### src/rtl/pred_update_arbiter.sv
// pred_update_arbiter: queues branch-resolution updates and drains them
// onto the shared BTB/gshare write port, yielding to fetch lookups.
// Ports: clk, rst_n (sync, active-low); upd_valid_i/upd_i/upd_ready_o
// update handshake; fetch_req_i/fetch_stall_o fetch port arbitration;
// btb_wr_* and gsh_wr_* registered write pulses; count_o FIFO occupancy.
// Optional: define PRED_UPD_STATS_EN to add forced_cnt_o and
// full_cycles_o saturating statistics counters.
module pred_update_arbiter #(
  parameter int QUEUE_DEPTH      = 4,
  parameter int PC_BITS          = 32,
  parameter int BTB_SIZE         = 256,
  parameter int GSH_SIZE         = 256,
  parameter int GSH_HISTORY_BITS = 2,
  parameter int STARVE_LIMIT     = 8,
  localparam int BI = $clog2(BTB_SIZE),
  localparam int GI = $clog2(GSH_SIZE),
  localparam int CW = $clog2(QUEUE_DEPTH) + 1,
  localparam int UW = 8 + 2 * PC_BITS
) (
  input  logic               clk,
  input  logic               rst_n,
  input  logic               upd_valid_i,
  input  logic [UW-1:0]      upd_i,
  output logic               upd_ready_o,
  input  logic               fetch_req_i,
  output logic               fetch_stall_o,
  output logic               btb_wr_en_o,
  output logic [BI-1:0]      btb_wr_idx_o,
  output logic [PC_BITS-1:0] btb_wr_orig_pc_o,
  output logic [PC_BITS-1:0] btb_wr_target_o,
  output logic               gsh_wr_en_o,
  output logic [GI-1:0]      gsh_wr_idx_o,
  output logic               gsh_taken_o,
  output logic [CW-1:0]      count_o
`ifdef PRED_UPD_STATS_EN
  ,
  output logic [15:0]        forced_cnt_o,
  output logic [15:0]        full_cycles_o
`endif
);

  localparam int PW = $clog2(QUEUE_DEPTH);
  localparam int SW = $clog2(STARVE_LIMIT) + 1;
  localparam int H  = GSH_HISTORY_BITS;
  localparam int EW = 1 + 2 * PC_BITS;

  typedef enum logic [1:0] {
    S_EMPTY,
    S_READY,
    S_FORCE
  } state_t;

  state_t state, state_nxt;

  logic [EW-1:0]      mem [QUEUE_DEPTH];
  logic [PW-1:0]      wr_ptr;
  logic [PW-1:0]      rd_ptr;
  logic [CW-1:0]      count;
  logic [CW-1:0]      count_nxt;
  logic [SW-1:0]      starve_cnt;
  logic [H-1:0]       ghr;
  logic [H:0]         ghr_sh;
  logic [GI-1:0]      ghr_ext;

  logic               in_vj;
  logic               in_tk;
  logic [PC_BITS-1:0] in_pc;
  logic [PC_BITS-1:0] in_tgt;
  logic               unused_upd;

  logic [EW-1:0]      head;
  logic               head_tk;
  logic [PC_BITS-1:0] head_pc;
  logic [PC_BITS-1:0] head_tgt;

  logic               push;
  logic               pop;

  // Packet layout: {vj, taken, is_comp, rat_id[1:0], orig_pc,
  // jump_address, ticket[2:0]}.
  assign in_vj  = upd_i[UW-1];
  assign in_tk  = upd_i[UW-2];
  assign in_pc  = upd_i[PC_BITS+3 +: PC_BITS];
  assign in_tgt = upd_i[3 +: PC_BITS];
  assign unused_upd = ^{upd_i[UW-3:UW-5], upd_i[2:0]};

  assign head     = mem[rd_ptr];
  assign head_tk  = head[EW-1];
  assign head_pc  = head[PC_BITS +: PC_BITS];
  assign head_tgt = head[PC_BITS-1:0];

  assign upd_ready_o = (count < CW'(QUEUE_DEPTH));
  assign count_o     = count;

  // Non-jump handshakes are acknowledged but never queued.
  assign push = upd_valid_i & upd_ready_o & in_vj;
  assign pop  = (count != '0) &
                (((state == S_READY) & ~fetch_req_i) |
                 (state == S_FORCE));

  always_comb begin
    count_nxt = count;
    unique case ({push, pop})
      2'b10:   count_nxt = count + CW'(1);
      2'b01:   count_nxt = count - CW'(1);
      default: count_nxt = count;
    endcase
  end

  always_comb begin
    ghr_ext        = '0;
    ghr_ext[H-1:0] = ghr;
    ghr_sh         = {ghr, head_tk};
  end

  // FSM: state register
  always_ff @(posedge clk) begin
    if (!rst_n) state <= S_EMPTY;
    else        state <= state_nxt;
  end

  // FSM: next state
  always_comb begin
    state_nxt = state;
    unique case (1'b1)
      (state == S_EMPTY): begin
        if (push) state_nxt = S_READY;
      end
      (state == S_READY): begin
        if (!fetch_req_i) begin
          if (count_nxt == '0) state_nxt = S_EMPTY;
        end else if (starve_cnt == SW'(STARVE_LIMIT - 1)) begin
          state_nxt = S_FORCE;
        end
      end
      (state == S_FORCE): begin
        state_nxt = (count_nxt == '0) ? S_EMPTY : S_READY;
      end
      default: state_nxt = S_EMPTY;
    endcase
  end

  // FSM: outputs
  always_comb begin
    fetch_stall_o = 1'b0;
    if (state == S_FORCE) fetch_stall_o = 1'b1;
  end

  always_ff @(posedge clk) begin
    if (push) mem[wr_ptr] <= {in_tk, in_pc, in_tgt};
  end

  always_ff @(posedge clk) begin
    if (!rst_n) begin
      wr_ptr     <= '0;
      rd_ptr     <= '0;
      count      <= '0;
      starve_cnt <= '0;
      ghr        <= '0;
    end else begin
      count <= count_nxt;
      if (push) wr_ptr <= wr_ptr + PW'(1);
      if (pop) begin
        rd_ptr     <= rd_ptr + PW'(1);
        starve_cnt <= '0;
        ghr        <= ghr_sh[H-1:0];
      end else if ((state == S_READY) && fetch_req_i) begin
        starve_cnt <= starve_cnt + SW'(1);
      end
    end
  end

  // Index uses the history before this entry shifts in.
  always_ff @(posedge clk) begin
    if (!rst_n) begin
      btb_wr_en_o      <= 1'b0;
      btb_wr_idx_o     <= '0;
      btb_wr_orig_pc_o <= '0;
      btb_wr_target_o  <= '0;
      gsh_wr_en_o      <= 1'b0;
      gsh_wr_idx_o     <= '0;
      gsh_taken_o      <= 1'b0;
    end else begin
      btb_wr_en_o <= pop & head_tk;
      gsh_wr_en_o <= pop;
      if (pop) begin
        btb_wr_idx_o     <= head_pc[2 +: BI];
        btb_wr_orig_pc_o <= head_pc;
        btb_wr_target_o  <= head_tgt;
        gsh_wr_idx_o     <= head_pc[2 +: GI] ^ ghr_ext;
        gsh_taken_o      <= head_tk;
      end
    end
  end

`ifdef PRED_UPD_STATS_EN
  always_ff @(posedge clk) begin
    if (!rst_n) begin
      forced_cnt_o  <= '0;
      full_cycles_o <= '0;
    end else begin
      if ((state == S_FORCE) && (forced_cnt_o != 16'hFFFF))
        forced_cnt_o <= forced_cnt_o + 16'd1;
      if (!upd_ready_o && (full_cycles_o != 16'hFFFF))
        full_cycles_o <= full_cycles_o + 16'd1;
    end
  end
`endif

endmodule

### config.mk
export PLATFORM = sky130hd
export DESIGN_NAME = pred_update_arbiter
export DESIGN_NICKNAME = d
export VERILOG_FILES = /design/src/rtl/pred_update_arbiter.sv
export SDC_FILE = /design/constraint.sdc
export NUM_CORES = 1
export LEC_CHECK = 0
export BUFFER_PORTS_ARGS = -buffer_cell sky130_fd_sc_hd__buf_4
export CAP_MARGIN = 20
export CORE_MARGIN = 3
export CORE_UTILIZATION = 55
export DETAILED_ROUTE_END_ITERATION = 8
export PLACE_DENSITY_LB_ADDON = 0.2
export SYNTH_ARGS = -nofsm -noshare
export SYNTH_HDL_FRONTEND = slang
export SYNTH_SLANG_ARGS = --single-unit
### constraint.sdc
create_clock -name clk -period 5.2 [get_ports clk]
set_clock_uncertainty 0.2 [all_clocks]
set_input_delay 1.04 -clock clk [delete_from_list [all_inputs] [get_ports clk]]
set_output_delay 1.04 -clock clk [all_outputs]
set_load 0.02 [all_outputs]
==> results.sh <==
export IMPL_end_kind="flop"
export IMPL_synth_cells=736
export IMPL_synth_seq_cells=345
export IMPL_synth_top_family_by_area="multiplexers"
export IMPL_syn_area_per_cell_um2=17.10
export IMPL_max_stage_delay_ns=0.38
export IMPL_highest_layer="met5"
export IMPL_hold_violations=0
export IMPL_period_minus_slack_ns=3.024
export IMPL_numCtsBuffers=36
export IMPL_powerDensity_nw_per_um2=386.3
export IMPL_synth_edf_count=260
export IMPL_post_route_period_util=0.5816
export IMPL_hpwl_mm=13.16
export IMPL_yosys_area_share_adder=0.007556
export IMPL_synth_xor_area_frac=0.006264
export IMPL_avgRoutedWirePerCell_um=20.50
export IMPL_place_ws_ns=1.723
export IMPL_reg2reg_to="state[0]"
export IMPL_setup_ws_ns=2.176
export IMPL_place_congestion=0.7224
export IMPL_grt_antenna_before_repair=1
export IMPL_grt_pass1_wl_mm=37.71
export IMPL_status="complete, no violations"
export IMPL_crit_buf_inv=3
export IMPL_die_y_um=157.3
export IMPL_dieArea_um2=24730
export IMPL_r2r_start="state[0]"
export IMPL_seqCellArea_um2=9517
export IMPL_wl_met1_mm=9.979
export IMPL_syn_nets=819
export IMPL_critPathLaunch="fetch_req_i"
export IMPL_irDropWorstVdd_mv=0.2831
export IMPL_crit_family="simple AND/OR/NAND/NOR gates"
export IMPL_worst_slew_pin_slew_ns=1.046
export IMPL_drive_above_1_share=0.3135
export IMPL_wl_met2_mm=12.23
export IMPL_insertion_delay_ns=0.50
export IMPL_ys_seq_area_frac=0.7556
export IMPL_grt_overflow_total=0
export IMPL_relSlewSlack=0.3026
export IMPL_cp_required_ns=5.34
export IMPL_wl_met3_mm=1.670
export IMPL_grt_pass1_vias=6964
export IMPL_synth_area_um2=12580
export IMPL_synth_compound_area_frac=0.03410
export IMPL_cts_tree="built"
export IMPL_hold_path_class="reg -> reg"
export IMPL_area_growth_pct=18.97
export IMPL_drt_total_wl_mm=24.37
export IMPL_totalPowerFinal_mw=5.784
export IMPL_die_x_um=157.3
export IMPL_postCtsResizedCells=0
export IMPL_drc=0
export IMPL_cp_cell_sequence="buf_4 -> or3b_1 -> a21o_2 -> clkinv_2 -> ha_1 -> inv_1 -> fa_1 -> xor2_1 -> xnor2_1 -> and3_1 -> o32ai_1"
export IMPL_cts_sinks=345
export IMPL_ctsHoldBuffers=0
export IMPL_via_per_inst=5.611
export IMPL_synth_ff_type="edfxtp_1"
export IMPL_drt_initial_drc_count=391
export IMPL_root_buffer="clkbuf_16"
export IMPL_setup_viol=0
export IMPL_globalRouteTotalUtil=0.1990
export IMPL_reg2regPathDepth=10
export IMPL_power_leakage_nw=5.116
export IMPL_vias=6671
export IMPL_start_util=0.5679
export IMPL_rows=54
export IMPL_yosys_area_share_simple=0.05250
export IMPL_fin_util=0.6756
export IMPL_multi_input_area_um2=2749
export IMPL_tns_ns=0
export IMPL_cp_depth=11
export IMPL_dr_pass1_iters=4
export IMPL_diodes=0
export IMPL_muxShareOfSynthArea=0.1171
export IMPL_synthArstFlopShare=0
export IMPL_fmax_ghz=0.3306
export IMPL_grt_max_degree=72
export IMPL_synth_cell_type_count=34
export IMPL_clk_pin_slew_ns=0.06
export IMPL_core_area_um2=22160
export IMPL_startpoint_type="input port"
export IMPL_rsz0062_at_grt="false"
export IMPL_drv_cap=0
export IMPL_worstSetupPathType="in -> reg"
export IMPL_crit_path_end="state[0]"
export IMPL_yosys_warnings=0
export IMPL_r2r_slack_ns=2.46
export IMPL_pin_count=164
export IMPL_crit_path_top_delay_cell="fa_1"
export IMPL_worst_path_max_fanout=3
export IMPL_postRouteAntennaNets=0
export IMPL_post_cts_buffers=0
export IMPL_nFillCells=1514
export IMPL_cts_path_max_buffers=3
export IMPL_maxSlewViolCount=0
export IMPL_crit_arrival_ns=3.17
export IMPL_finalNetCount=966
export IMPL_cts_htree_levels=2
export IMPL_port_buffers=157
==> Yosys cell counts (2+ instances only) <==
cell type	count	area [um2]
a21oi_1	73	365.4
and2_1	4	25.02
and3_1	3	18.77
buf_2	8	40.04
buf_4	22	165.2
clkbuf_1	20	75.07
dfxtp_1	85	1702
edfxtp_1	260	7807
ha_1	6	75.07
inv_1	10	37.54
mux4_2	65	1464
nand2_1	138	518.0
nor2_1	8	30.03
nor2b_1	2	12.51
o21ai_0	5	25.02
or3_1	2	12.51
xnor2_1	5	43.79
xor2_1	4	35.03
==> sequential cells by signal (all words and copies together), names as in the netlist, 3 cells and up, named ones only <==
name              cells
btb_wr_orig_pc_o     25
btb_wr_target_o      32
btb_wr_idx_o          7
count_o               3
mem                 260
starve_cnt            4
==> logic make-up (layout without fill, tap and decap cells) <==
kind of cell,Yosys count,count (layout)
flops,345,345
mux,66,66
compound gates,83,83
simple gates,163,163
xor+xnor,9,9
buf+inv,63,236
fa+ha+maj,7,7
==> per-layer routing <==
layer,GRT usage,up-vias
li1,-,3041
met1,0.2546,3388
met2,0.3446,199
met3,0.04317,41
met4,0.06198,2
met5,0,-
==> stage by stage <==
step / area, um2 / std cells / hold WS [ns]
detailed placement: 13870 / 1125 / 0.2469
CTS: 14970 / 1189 / 0.2552
finish: 14970 / 1189 / 0.2550
floorplan: 12580 / 736 / 0.2488
global placement: 13870 / 1125 / 0.2440
global route: 14970 / 1189 / 0.2717
==> power breakdown <==
part	internal, mW	switching [mW]	total (mW)
clock	1.41	0.989	2.40
combinational	0.143	0.170	0.312
sequential	3.04	0.0383	3.07
total	4.59	1.20	5.78
==> how the worst min path moves through the flow <==
| stage | from | endpoint | depth (start not counted) |
|---|---|---|---|
| after floorplan | ghr[1] | ghr[1] | 2 |
| after global placement | btb_wr_orig_pc_o[14] | btb_wr_orig_pc_o[14] | 2 |
| after detailed placement | btb_wr_orig_pc_o[14] | btb_wr_orig_pc_o[14] | 2 |
| after CTS | btb_wr_orig_pc_o[14] | btb_wr_orig_pc_o[14] | 2 |
| after global routing | btb_wr_orig_pc_o[22] | btb_wr_orig_pc_o[22] | 2 |
| final | btb_wr_orig_pc_o[14] | btb_wr_orig_pc_o[14] | 2 |
==> cells in the final DEF, fill, tap and decap left out, types with 2 or more instances in the layout <==
cell and n:
inv_1 9, a21oi_1 73, xor2_1 4, and3_1 3
clkbuf_1 4, o21ai_0 5, mux4_2 65, nor2b_1 2
clkinv_2 9, xnor2_1 5, buf_4 161, ha_1 6
edfxtp_1 260, clkbuf_16 37, dfxtp_4 2, clkinv_1 11
or3_1 2, nor2_1 8, and2_4 4, nand2_1 138
dfxtp_1 83, bufinv_16 2
==> cell type report <==
type,count,area share
inverters,11,0.002841
repair buffers,161,0.08073
multi-input cells,328,0.1836
well taps,280,0.02340
clock buffers,42,0.06376
flip-flops and latches,345,0.6356
clock inverters,22,0.01003
==> tightest hold or removal path, delay by kind of cell (launching register included) <==
kind	cells	cell delay (ns)
flops	1	0.31
simple gates	1	0.05
compound gates	1	0.05
(Power assumes the default switching activity.)
